File: src/rtl/mmips_ctrl_pkg.sv
// Shared encodings for the multi-cycle stack machine controller:
// opcodes, ALU operations and controller states.
package mmips_ctrl_pkg;

   typedef enum logic [2:0] {
      OP_ADD  = 3'b000,
      OP_SUB  = 3'b001,
      OP_AND  = 3'b010,
      OP_NOT  = 3'b011,
      OP_PUSH = 3'b100,
      OP_POP  = 3'b101,
      OP_JMP  = 3'b110,
      OP_JZ   = 3'b111
   } opcode_e;

   typedef enum logic [1:0] {
      ALU_ADD = 2'b00,
      ALU_SUB = 2'b01,
      ALU_AND = 2'b10,
      ALU_NOT = 2'b11
   } alu_op_e;

   typedef enum logic [3:0] {
      S_FETCH   = 4'd0,
      S_DECODE  = 4'd1,
      S_MEM_RD  = 4'd2,
      S_PUSH_WB = 4'd3,
      S_POP_WR  = 4'd4,
      S_POP_DEL = 4'd5,
      S_JUMP    = 4'd6,
      S_JZ_CHK  = 4'd7,
      S_ALU_LDB = 4'd8,
      S_ALU_POP = 4'd9,
      S_ALU_WB  = 4'd10
   } state_e;

endpackage

File: src/rtl/stack_controller.sv
// Multi-cycle control FSM for the stack machine datapath.
// Registered state, combinational next-state and output decode.
module stack_controller
   import mmips_ctrl_pkg::*;
(
   input  logic       clk,
   input  logic       rst_n,
   input  logic [7:0] instruction,
   input  logic       z,
   output logic       ld_pc,
   output logic       ld_IR,
   output logic       ld_MDR,
   output logic       ld_B,
   output logic       pc_src,
   output logic       mem_adr_src,
   output logic       mem_write_sig,
   output logic       stack_src,
   output logic       push_sig,
   output logic       pop_sig,
   output logic       tos_sig,
   output logic [1:0] alu_op
);

   state_e  state_q, state_d;
   opcode_e opcode;
   logic    unused_addr;

   assign opcode      = opcode_e'(instruction[7:5]);
   assign unused_addr = ^instruction[4:0];

   always_ff @(posedge clk or negedge rst_n) begin
      if (!rst_n) state_q <= S_FETCH;
      else        state_q <= state_d;
   end

   always_comb begin
      state_d       = state_q;
      ld_pc         = 1'b0;
      ld_IR         = 1'b0;
      ld_MDR        = 1'b0;
      ld_B          = 1'b0;
      pc_src        = 1'b0;
      mem_adr_src   = 1'b0;
      mem_write_sig = 1'b0;
      stack_src     = 1'b0;
      push_sig      = 1'b0;
      pop_sig       = 1'b0;
      tos_sig       = 1'b0;
      alu_op        = ALU_ADD;
      unique case (state_q)
         S_FETCH: begin
            mem_adr_src = 1'b1;
            ld_IR       = 1'b1;
            ld_pc       = 1'b1;
            state_d     = S_DECODE;
         end
         S_DECODE: begin
            tos_sig = 1'b1;
            unique case (opcode)
               OP_PUSH: state_d = S_MEM_RD;
               OP_POP:  state_d = S_POP_WR;
               OP_JMP:  state_d = S_JUMP;
               OP_JZ:   state_d = S_JZ_CHK;
               default: state_d = S_ALU_LDB;
            endcase
         end
         S_MEM_RD: begin
            ld_MDR  = 1'b1;
            state_d = S_PUSH_WB;
         end
         S_PUSH_WB: begin
            push_sig = 1'b1;
            state_d  = S_FETCH;
         end
         S_POP_WR: begin
            tos_sig       = 1'b1;
            mem_write_sig = 1'b1;
            state_d       = S_POP_DEL;
         end
         S_POP_DEL: begin
            pop_sig = 1'b1;
            state_d = S_FETCH;
         end
         S_JUMP: begin
            ld_pc   = 1'b1;
            pc_src  = 1'b1;
            state_d = S_FETCH;
         end
         S_JZ_CHK: begin
            tos_sig = 1'b1;
            pc_src  = 1'b1;
            ld_pc   = z;
            state_d = S_FETCH;
         end
         S_ALU_LDB: begin
            tos_sig = 1'b1;
            ld_B    = 1'b1;
            alu_op  = instruction[6:5];
            state_d = (opcode == OP_NOT) ? S_ALU_WB : S_ALU_POP;
         end
         S_ALU_POP: begin
            pop_sig = 1'b1;
            alu_op  = instruction[6:5];
            state_d = S_ALU_WB;
         end
         S_ALU_WB: begin
            tos_sig   = 1'b1;
            stack_src = 1'b1;
            push_sig  = 1'b1;
            pop_sig   = 1'b1;
            alu_op    = instruction[6:5];
            state_d   = S_FETCH;
         end
         default: state_d = S_FETCH;
      endcase
      // Reset must silence every strobe at once, including FETCH's.
      if (!rst_n) begin
         ld_pc         = 1'b0;
         ld_IR         = 1'b0;
         ld_MDR        = 1'b0;
         ld_B          = 1'b0;
         pc_src        = 1'b0;
         mem_adr_src   = 1'b0;
         mem_write_sig = 1'b0;
         stack_src     = 1'b0;
         push_sig      = 1'b0;
         pop_sig       = 1'b0;
         tos_sig       = 1'b0;
         alu_op        = ALU_ADD;
      end
   end

endmodule

File: config.mk
export PLATFORM = sky130hd
export DESIGN_NAME = stack_controller
export DESIGN_NICKNAME = d
export VERILOG_FILES = /design/src/rtl/mmips_ctrl_pkg.sv /design/src/rtl/stack_controller.sv
export SDC_FILE = /design/constraint.sdc
export NUM_CORES = 1
export LEC_CHECK = 0
export ABC_CLOCK_PERIOD_IN_PS = 1700
export BUFFER_PORTS_ARGS = -buffer_cell sky130_fd_sc_hd__buf_2
export CAP_MARGIN = 20
export CORE_AREA = 8 8 45 47
export CTS_BUF_LIST = sky130_fd_sc_hd__clkbuf_8
export DETAILED_ROUTE_END_ITERATION = 10
export DIE_AREA = 0 0 53 55
export GPL_TIMING_DRIVEN = 0
export RECOVER_POWER = 50
export REMOVE_ABC_BUFFERS = 1
export SLEW_MARGIN = 20
export SYNTH_ARGS = -nofsm -noshare
export SYNTH_HDL_FRONTEND = slang
export SYNTH_SLANG_ARGS = --single-unit
export TNS_END_PERCENT = 30
File: constraint.sdc
create_clock -name clk -period 1.7 [get_ports clk]
set_input_delay 0.085 -clock clk [delete_from_list [all_inputs] [get_ports clk]]
set_output_delay 0.085 -clock clk [all_outputs]
set_load 0.05 [all_outputs]
Yosys cells after proc, flatten, opt, wreduce, memory -nomap -nowiden
Cells that the tools add are included.

operators by class
  muxes and demuxes = 25
  reductions and logical operators = 7
  equality and inequality tests = 15

operator list
  kind                  count
  $pmux W4 S6           1
  $mux W1               19
  $eq A4 B3 Y1 const B  4
  $pmux W4 S4           1
  $eq A3 B3 Y1 const B  4
  $eq A4 B4 Y1 const B  3
  $eq A4 B2 Y1 const B  2
  $mux W2               3
  $reduce_or A2 Y1      3
  $reduce_or A3 Y1      2
  $reduce_or A5 Y1      1
  $eq A4 B1 Y1 const B  1
  $logic_not A4 Y1      1
  $eq A3 B2 Y1 const B  1
  $pmux W1 S2           1

storage, ports and cells
  logic and storage cells = 48
  input port bits = 11
  register bits after elaboration = 4
  output and inout port bits = 13

Logic depth before layout (Yosys ltp)
Gate-level depths: netlist of the first run.

  depth in word-level cells = 4
  mapped depth = 4
  mapped depth without buffers = 3

Worst setup path before layout of the first run
OpenSTA, ideal clock, no wires.

  path kind = reg-to-output
  start = register state_q[0]
  end = output mem_adr_src
  slack = -1,050 ps
  buffers on the path = 3
  stages on the path, launching flop included = 5
  data arrival time = 2,665 ps
  cell sequence = dfrtp_1 -> buf_4 -> buf_6 -> nor4_1 -> buf_4

between the ends
  word-level cells in the longest chain between the ends = 3

RTL lines
  what                      RTL line                RTL
  start: declaration        stack_controller.sv:24  state_e state_q, state_d;
  start signal: assignment  stack_controller.sv:33  else state_q <= state_d;
  $logic_not A4 Y1          --
  $mux W1 (2 in series)     --
  end: declaration          stack_controller.sv:15  output logic mem_adr_src,

Every way passes these cells.

Final worst setup path of the first run
  start = register state_q[1]
  end = output tos_sig

between the ends
  word-level cells in the longest chain between the ends = 4

RTL lines
  what                                        RTL line                 RTL
  $eq A4 B1 Y1, or another cell as far along  stack_controller.sv:50   unique case (state_q)
  $reduce_or A5 Y1 (no line) *                --
  $mux W1 *                                   stack_controller.sv:50
  $mux W1 *                                   stack_controller.sv:117  if (!rst_n) begin
  end: declaration                            stack_controller.sv:20   output logic tos_sig,

Mark *: on every way between the ends. The rest lies on a longest branch, timed or not.

==> run metrics, run 1 <==
outcome complete, no violations; largest area contributor in the netlist dfrtp_1; Post-CTS Setup Repair Bufs 0; hold_sp instruction[7]; WL final between 1000 and 1500 µm; PwrDens 2000 nW/µm²; critical path launch point state_q[1]$_DFF_PN0_; antenna diode count 0; clock tree from TritonCTS done; number of fillers in the final layout around 160; launch point of the worst reg-to-reg path state_q[0]$_DFF_PN0_; layout cell share with drive strength beyond 1 34.2%; routed via count divided by cell count approximately 5.2; worst max-slew margin expressed relative to the limit approximately 77%; data required time at the worst endpoint 1620 ps; share of synthesized area occupied by flip-flops and latches between 20% and 30%; Post-Syn Instances 60; switching power total roughly 630 µW; final max-slew violation count 0; minimum period implied by the final worst setup slack 1590 ps; maximum number of pins on one net before global-route repair 21; DRC violations left 0; post-detailed-placement half-perimeter wirelength 776 µm; total number of clock tree sinks 4; clk slew on worst S/H paths around 30 ps; library cell used as clock root buffer clkbuf_8; timing endpoint of the critical path tos_sig; syn_area_per_cell ~7.4 µm²; number of antenna violations at the first check in global routing 0; leading cell type in the layout, fill and taps excluded buf_2; initial cell density of the core roughly 32%; antenna-violating nets left 0; # IOs 24; overall overflow remaining after global route 0; area enclosed by the die boundary ~3000 µm²; Final WS setup about 110 ps; Yosys warnings 0; max-cap violations 0; Sw Share a little over half; relative area change from synthesis to final layout 29.8%; Total Routing Usage GR a little over 8%; cell with the biggest individual delay on the critical path dfrtp_2; endpoint class of the critical path output pin; Comb power frac 54.2%; Total Nets Final approximately 90; Synth Register Bits 4; r2r endpoint state_q[0]$_DFF_PN0_; delay of the slowest cell on the worst path about 500 ps; largest register by flop count state_q; input/output buffers 18; Std-Cell Rows 14; worst setup timing slack at the placement stage just under 200 ps; number of CTS-inserted buffers 3; synth top area cells dfrtp_1, nor3_1, nand2b_1; share of the synthesized area in the top cell type between 20% and 30%; maximum clock frequency roughly 0.63 GHz; worst-path cell chain inv_1, o32ai_1, o21a_1, buf_2; number of setup violations in the final report 0; Tightest Hold Check Type in -> reg; vertical extent of the die approximately 55 µm; placer's final routability congestion estimate just over 0.7; largest registers state_q: 4 flops; Pre-antenna DRT Iters 3; arrival time worst endpoint 1510 ps; worst hold slack about 190 ps; type of element launching the critical path register; Internal Power 530 µW; average wire per standard cell 12.2 µm; top library cells by usage in the layout, fill and taps aside buf_2, nor3_1, nand2b_1; Leakage 0.000260 µW; maximum count of clock buffers along a single path 2; flip-flop count of the largest register after layout 4; Final Cycle Share between 90 and 100%; number of DRC markers after the initial detailed-route iteration 8; DIE WIDTH 53 µm; global-route wire length before repair 1820 µm; clock share of power 17.0%; top fanout value on the critical path 15; Via Count around 470; Flop pwr share roughly 29%; Reg2Reg Depth 3; Worst IR Drop VDD ~600 µV; post-synthesis cell type count 27; core outline area around 1400 µm²; Crit Path Class reg -> out; Worst R2R Setup Slack around 430 ps; total power consumption of the routed design roughly 1200 µW; count of H-tree levels built during CTS 1; Worst-Skew Late Latency approximately 220 ps; slew of the pin with the lowest slew margin ~340 ps; count of endpoints failing hold in the final timing report 0; final setup skew 0.884 ps; via count of the first global-routing pass 440; cell area after synthesis 445 µm²
==> stage by stage <==
| stage | TNS, ps | instance area (µm²) | cells | utilization, % |
|---|---|---|---|---|
| after global routing | -0.546 | 578 | 92 | 41.8 |
| after CTS | 0 | 561 | 92 | 40.5 |
| after floorplan | -5250 | 395 | 54 | - |
| after detailed placement | 0 | 505 | 88 | 36.5 |
| after global placement | 0 | 505 | 88 | 36.5 |
| final | 0 | 578 | 92 | 41.8 |
==> worst min-delay path by stage <==
stage,endpoint,slack [ps],depth (start not counted)
global route,state_q[1]$_DFF_PN0_,220,3
detailed placement,state_q[3]$_DFF_PN0_,-70,1
global placement,state_q[0]$_DFF_PN0_,-70,1
CTS,state_q[1]$_DFF_PN0_,190,3
floorplan,state_q[0]$_DFF_PN0_,-210,0
finish,state_q[1]$_DFF_PN0_,190,3
==> critical path: cells and delay by family, from the launching register on <==
family                 cells  cell delay (ps)
flip-flops                 1              500
AO/OA/AOI/OAI              2              430
buffers and inverters      2              360
==> final cells by class <==
cell class | count | area, µm² | share of cell area (%)
repair buffers | 19 | 110 | 19.0
flip-flops and latches | 4 | 105 | 18.2
clock buffers | 3 | 41.3 | 7.14
well taps | 16 | 20.0 | 3.46
multi-input cells | 47 | 290 | 50.2
inverters | 3 | 11.3 | 1.95
==> per-layer routing <==
metal / track usage, % / routed length [µm] / up-vias
li1: - / - / 247
met1: 9.36 / 521 / 211
met2: 13.3 / 509 / 13
met4: 6.47 / 21 / 0
met5: 0 / 0 / -
met3: 1.87 / 69 / 3
==> logic make-up (layout without fill, tap and decap cells) <==
kind of cell              count (synthesis)  in the layout  share of synthesized area, %
AOI/OAI and AO/OA                        12             12                          18.0
xor gates and xnor gates                  3              3                          5.90
buffers and inverters                     9             25                          13.8
DFF                                       4              4                          22.5
and+or+nand+nor                          32             32                          39.9
==> power by group through the flow <==
stage / logic [µW] / clock network, µW / registers, µW
floorplan: 512 / 0 / 269
global placement: 613 / 0 / 316
detailed placement: 614 / 0 / 317
CTS: 617 / 201 / 322
global route: 685 / 208 / 354
finish: 627 / 197 / 333
==> cells in the mapped netlist (all sizes together) <==
library cell	number
nand4b	1
nor2	3
nor3	8
nor4	2
o21a	2
xor2	1
and2	2
and3b	1
buf	6
nand3b	1
and3	1
nand2b	6
o2111ai	1
xnor2	2
o32ai	1
or3	1
dfrtp	4
a211oi	2
o21ai	1
nor2b	1
nand2	4
inv	3
nand3	1
a21oi	3
a31oi	2
==> timing repair <==
item,4_1_cts,5_1_grt
endpoints found under the setup margin,3,7
hold endpoints to repair,4,0
pin swaps,0,0
gates resized for setup,3,6
hold buffers,1,0
(Power assumes the default switching activity.)
==> run 2, diff against run 1 <==
--- a/config.mk
+++ b/config.mk
@@ -8,11 +8,14 @@
 export ABC_CLOCK_PERIOD_IN_PS = 1700
 export BUFFER_PORTS_ARGS = -buffer_cell sky130_fd_sc_hd__buf_2
 export CAP_MARGIN = 20
-export CORE_AREA = 8 8 45 47
+export CELL_PAD_IN_SITES_DETAIL_PLACEMENT = 0
+export CELL_PAD_IN_SITES_GLOBAL_PLACEMENT = 2
+export CORE_MARGIN = 8
+export CORE_UTILIZATION = 24
 export CTS_BUF_LIST = sky130_fd_sc_hd__clkbuf_8
 export DETAILED_ROUTE_END_ITERATION = 10
-export DIE_AREA = 0 0 53 55
 export GPL_TIMING_DRIVEN = 0
+export PLACE_DENSITY_LB_ADDON = 0.1
 export RECOVER_POWER = 50
 export REMOVE_ABC_BUFFERS = 1
 export SLEW_MARGIN = 20
==> run 2 against run 1 <==
Largest power group unchanged. Sequential share of layout area fell by 0.50 points. First-iteration DRC count fell by 38%. Setup slack got worse by 13 ps. Largest cell class unchanged. Clock power barely moved. Core utilization fell by 7.7 points. Combinational power rose by 2%.
==> run metrics, run 2 (synthesized netlist as in run 1, its figures left out) <==
via count of the first global-routing pass around 500; Buf/Inv on CP 1; number of fillers in the final layout just under 200; setup repair after global routing missed its margin yes; Tightest Hold Check Type in -> reg; largest registers state_q: 4 flops; Via Count 479; Pre-antenna DRT Iters 4; relative area change from synthesis to final layout 33.4%; layout cell share with drive strength beyond 1 around a third; Total Routing Usage GR under 10%; cell family with most CP delay flip-flops; worst max-slew margin expressed relative to the limit 76.5%; vertical extent of the die about 59 µm; delay of the slowest cell on the worst path roughly 500 ps; cell with the biggest individual delay on the critical path dfrtp_2; data required time at the worst endpoint roughly 1600 ps; outcome complete, no violations; library cell used as clock root buffer clkbuf_8; type of element launching the critical path register; number of CTS-inserted buffers 3; number of setup violations in the final report 0; Final TNS setup 0 ps; total number of clock tree sinks 4; minimum period implied by the final worst setup slack between 1500 and 2000 ps; Leakage 0.000261 µW; WL final ~1300 µm; maximum count of clock buffers along a single path 2; number of instances in the placed design a little under 100; clock tree from TritonCTS done; top library cells by usage in the layout, fill and taps aside buf_2, nor3_1, nand2b_1, clkbuf_4; Std-Cell Rows 15; maximum number of pins on one net before global-route repair 21; area enclosed by the die boundary 3490 µm²; max-cap violations 0; DIE WIDTH between 50 and 60 µm; number of antenna violations at the first check in global routing 0; # IOs 24; Worst IR Drop VDD 618 µV; placer's final routability congestion estimate 0.704; antenna-violating nets left 0; global-route wire length before repair approximately 2200 µm; arrival time worst endpoint 1520 ps; count of H-tree levels built during CTS 1; routed via count divided by cell count between 4 and 5; average wire per standard cell 13.0 µm; post-detailed-placement half-perimeter wirelength 898 µm; slew of the pin with the lowest slew margin about 350 ps; count of endpoints failing hold in the final timing report 0; final setup skew about 2.5 ps; endpoint class of the critical path output pin; Final Cycle Share 94.3%; core outline area 1750 µm²; total power consumption of the routed design ~1200 µW; PwrDens 1980 nW/µm²; input/output buffers 18; top fanout value on the critical path 15; leading cell type in the layout, fill and taps excluded buf_2; largest register by flop count state_q; utilization after layout 34.1%; initial cell density of the core 25.5%; Crit Path Class reg -> out; overall overflow remaining after global route 0; Worst-Skew Late Latency 220 ps; number of DRC markers after the initial detailed-route iteration 5; flip-flop count of the largest register after layout 4; antenna diode count 0; Total Nets Final 89; worst-path cell chain nand3b_1, a21oi_1, and2_1, clkbuf_4; maximum clock frequency a little over 0.6 GHz; final max-slew violation count 0; Cell Count, Final, Fillers Out between 100 and 150; clk slew on worst S/H paths 30 ps; DRC violations left 0
==> run 2: path summary, 6_finish.rpt <==
| check | from | endpoint | slack (ps) | cells past startpoint |
|---|---|---|---|---|
| setup / recovery | state_q[2]$_DFF_PN0_ | alu_op[1] | 100 | 4 |
| hold reg to reg | state_q[3]$_DFF_PN0_ | state_q[2]$_DFF_PN0_ | 640 | 1 |
| hold / removal | instruction[7] | state_q[1]$_DFF_PN0_ | 200 | 3 |
| setup reg to reg | state_q[0]$_DFF_PN0_ | state_q[0]$_DFF_PN0_ | 410 | 3 |
| max in group asynchronous | rst_n | state_q[2]$_DFF_PN0_ | 1300 | 2 |
| min in group asynchronous | rst_n | state_q[3]$_DFF_PN0_ | 250 | 2 |
==> run 2: where the power goes <==
| group | switching, µW | internal (µW) |
|---|---|---|
| clock | 48.8 | 151 |
| combinational | 399 | 239 |
| sequential | 195 | 146 |
| total | 643 | 536 |
==> run 2: final cells by class <==
class	instances	area [µm²]	share of cell area, %
clock buffers	3	41.3	6.95
flip-flops and latches	4	105	17.7
multi-input cells	47	290	48.8
repair buffers	19	115	19.4
well taps	25	31.3	5.26
inverters	3	11.3	1.89
==> run 2: what timing repair did <==
action                                 CTS  global route
setup endpoints to repair                5             6
setup buffers                            0             0
hold buffers                             1             0
gates resized for setup                  4             7
endpoints found under the hold margin    4             0
==> run 2: layer usage <==
metal  up-vias  routed length, µm  track usage (%)
met1       224                632             9.16
met3         2                 18             1.30
met2         9                647             13.1
met5         -                  0                0
li1        244                  -                -
met4         0                  9             5.12
==> run 2: per-stage QoR <==
step | setup slack [ps] | hold slack (ps) | cell area [µm²]
6_report | 96.7 | 198 | 594
4_1_cts | 41.0 | 202 | 573
3_3_place_gp | 120 | -66.8 | 517
5_1_grt | -5.91 | 225 | 594
2_1_floorplan | -1940 | -211 | 395
3_5_place_dp | 165 | -65.9 | 517
==> run 2: worst register-to-register path: cells and delay by family (launching register included) <==
kind,cells,cell delay (ps)
and+or+nand+nor,3,580
DFF,1,570
==> run 3, diff against run 2 <==
--- a/config.mk
+++ b/config.mk
@@ -15,7 +15,7 @@
 export CTS_BUF_LIST = sky130_fd_sc_hd__clkbuf_8
 export DETAILED_ROUTE_END_ITERATION = 10
 export GPL_TIMING_DRIVEN = 0
-export PLACE_DENSITY_LB_ADDON = 0.1
+export PLACE_DENSITY = 0.93
 export RECOVER_POWER = 50
 export REMOVE_ABC_BUFFERS = 1
 export SLEW_MARGIN = 20
==> run 3 against run 2 <==
Hold slack lost 5.5 ps. Clock-buffer cell count is the same. Register-to-register slack is essentially flat. Total power shrank 3.1%. Flip-flop and latch count is the same. Die area is the same. Global-route usage shrank 0.92 points. Core utilization shrank 0.79 points. Combinational power shrank 3%. Clock power shrank 3%. Final cell count is the same. Fmax grew 1.1%. Largest power group unchanged.
==> run metrics, run 3 (synthesized netlist as in run 1, its figures left out) <==
worst hold slack 192 ps; # IOs 24; max-cap violations 0; initial cell density of the core roughly a quarter; maximum count of clock buffers along a single path 2; library cell used as clock root buffer clkbuf_8; utilization after layout between 30% and 40%; Final Cycle Share 93.3%; final max-slew violation count 0; outcome complete, no violations; worst-path cell chain nand2b_1, nor4_1, buf_2; flip-flop count of the largest register after layout 4; Worst IR Drop VDD approximately 370 µV; Reg2Reg Depth 3; launch point of the worst reg-to-reg path state_q[0]$_DFF_PN0_; number of DRC markers after the initial detailed-route iteration 11; number of antenna violations at the first check in global routing 0; count of H-tree levels built during CTS 1; Worst-Skew Late Latency 210 ps; number of CTS-inserted buffers 3; maximum number of pins on one net before global-route repair 21; routed via count divided by cell count roughly 4.6; minimum period implied by the final worst setup slack around 1600 ps; Sw Share approximately 54%; Pre-antenna DRT Iters 4; Buf/Inv on CP 1; count of endpoints failing hold in the final timing report 0; DIE WIDTH 59.1 µm; total number of clock tree sinks 4; Std-Cell Rows 15; worst max-slew margin expressed relative to the limit between 70% and 80%; cell with the biggest individual delay on the critical path dfrtp_2; number of instances in the placed design 97; delay of the slowest cell on the worst path a little under 500 ps; WL final around 1200 µm; r2r endpoint state_q[0]$_DFF_PN0_; via count of the first global-routing pass about 440; arrival time worst endpoint ~1500 ps; Final TNS setup 0 ps; switching power total between 600 and 700 µW; Post-CTS Setup Repair Bufs 0; endpoint class of the critical path output pin; layout cell share with drive strength beyond 1 32.9%; Total Routing Usage GR about 7%; type of element launching the critical path register; overall overflow remaining after global route 0; leading cell type in the layout, fill and taps excluded buf_2; clock share of power about 17%; area enclosed by the die boundary 3490 µm²; clk slew on worst S/H paths 30 ps; largest registers state_q: 4 flops; clock tree from TritonCTS done; final setup skew 0.776 ps; Comb power frac roughly 54%; data required time at the worst endpoint about 1600 ps; antenna diode count 0; PwrDens between 1500 and 2000 nW/µm²; Via Count between 400 and 500; core outline area ~1700 µm²; Internal Power approximately 520 µW; Leakage ~0.00026 µW; setup repair after global routing missed its margin no; Total Nets Final slightly below 90; slew of the pin with the lowest slew margin about 330 ps; post-detailed-placement half-perimeter wirelength about 840 µm; relative area change from synthesis to final layout 30.3%; Crit Path Class reg -> out; antenna-violating nets left 0; global-route wire length before repair slightly below 2000 µm; Tightest Hold Check Type in -> reg; input/output buffers 18; top fanout value on the critical path 14; top library cells by usage in the layout, fill and taps aside buf_2, nor3_1, nand2b_1, nand2_1, dfrtp_2; number of setup violations in the final report 0; Cell Count, Final, Fillers Out between 100 and 150; average wire per standard cell roughly 11 µm; vertical extent of the die a little under 60 µm; DRC violations left 0; hold_sp instruction[7]; largest register by flop count state_q; Flop pwr share ~29%; placer's final routability congestion estimate between 0.7 and 0.8; maximum clock frequency between 0.6 and 0.7 GHz; cell family with most CP delay flip-flops; total power consumption of the routed design 1140 µW; Worst R2R Setup Slack between 400 and 500 ps; hold-critical path depth 3; WHS Endpoint state_q[1]$_DFF_PN0_
## run 3: cell types whose count changed in the layout (fill, tap and decap cells not counted), sizes merged
| cell | before | now |
|---|---|---|
| buf | 11 | 13 |
| clkbuf | 10 | 8 |
## run 3: metrics by stage
stage | setup WS (ps) | instance area (µm²)
after floorplan | -1940 | 395
after global placement | 194 | 517
after CTS | 18.0 | 572
final | 114 | 581
after global routing | 7.09 | 581
after detailed placement | 184 | 517
## run 3: power groups by stage
| stage | sequential (µW) | clock (µW) | combinational (µW) |
|---|---|---|---|
| 4_1_cts | 325 | 200 | 625 |
| 3_5_place_dp | 320 | 0 | 621 |
| 5_1_grt | 353 | 211 | 678 |
| 6_report | 327 | 195 | 619 |
| 2_1_floorplan | 269 | 0 | 512 |
| 3_3_place_gp | 317 | 0 | 614 |
## run 3: area by class of cell
type | count | area, µm²
fill | 202 | 1160
multi-input combinational | 47 | 284
timing repair buffer | 19 | 108
sequential | 4 | 105
clock buffer | 3 | 41.3
tap | 25 | 31.3
inverter | 3 | 11.3
## run 3: metal layers
metal | wire length [µm] | global-route usage [%]
met1 | 537 | 8.55
met3 | 99 | 1.74
met4 | 19 | 4.10
met5 | 0 | 0
met2 | 496 | 10.7
## run 3: how the worst max path moves through the flow
stage / startpoint / endpoint / slack, ps / cells past startpoint
after floorplan: state_q[3]$_DFF_PN0_ / ld_IR / -1940 / 2
after global placement: state_q[0]$_DFF_PN0_ / tos_sig / 190 / 4
after detailed placement: state_q[0]$_DFF_PN0_ / tos_sig / 180 / 4
after CTS: state_q[3]$_DFF_PN0_ / alu_op[1] / 20 / 4
after global routing: state_q[2]$_DFF_PN0_ / alu_op[1] / 7 / 4
final: state_q[3]$_DFF_PN0_ / ld_IR / 110 / 3
## run 3: timing repair
item	CTS	global route
setup endpoints to repair	3	5
hold buffers	1	0
hold endpoints to repair	4	0
gates resized for setup	3	4
## run 3: worst register-to-register path, delay by kind of cell, from the launching register on
kind          cells  cell delay (ps)
simple gates      3              600
flops             1              550
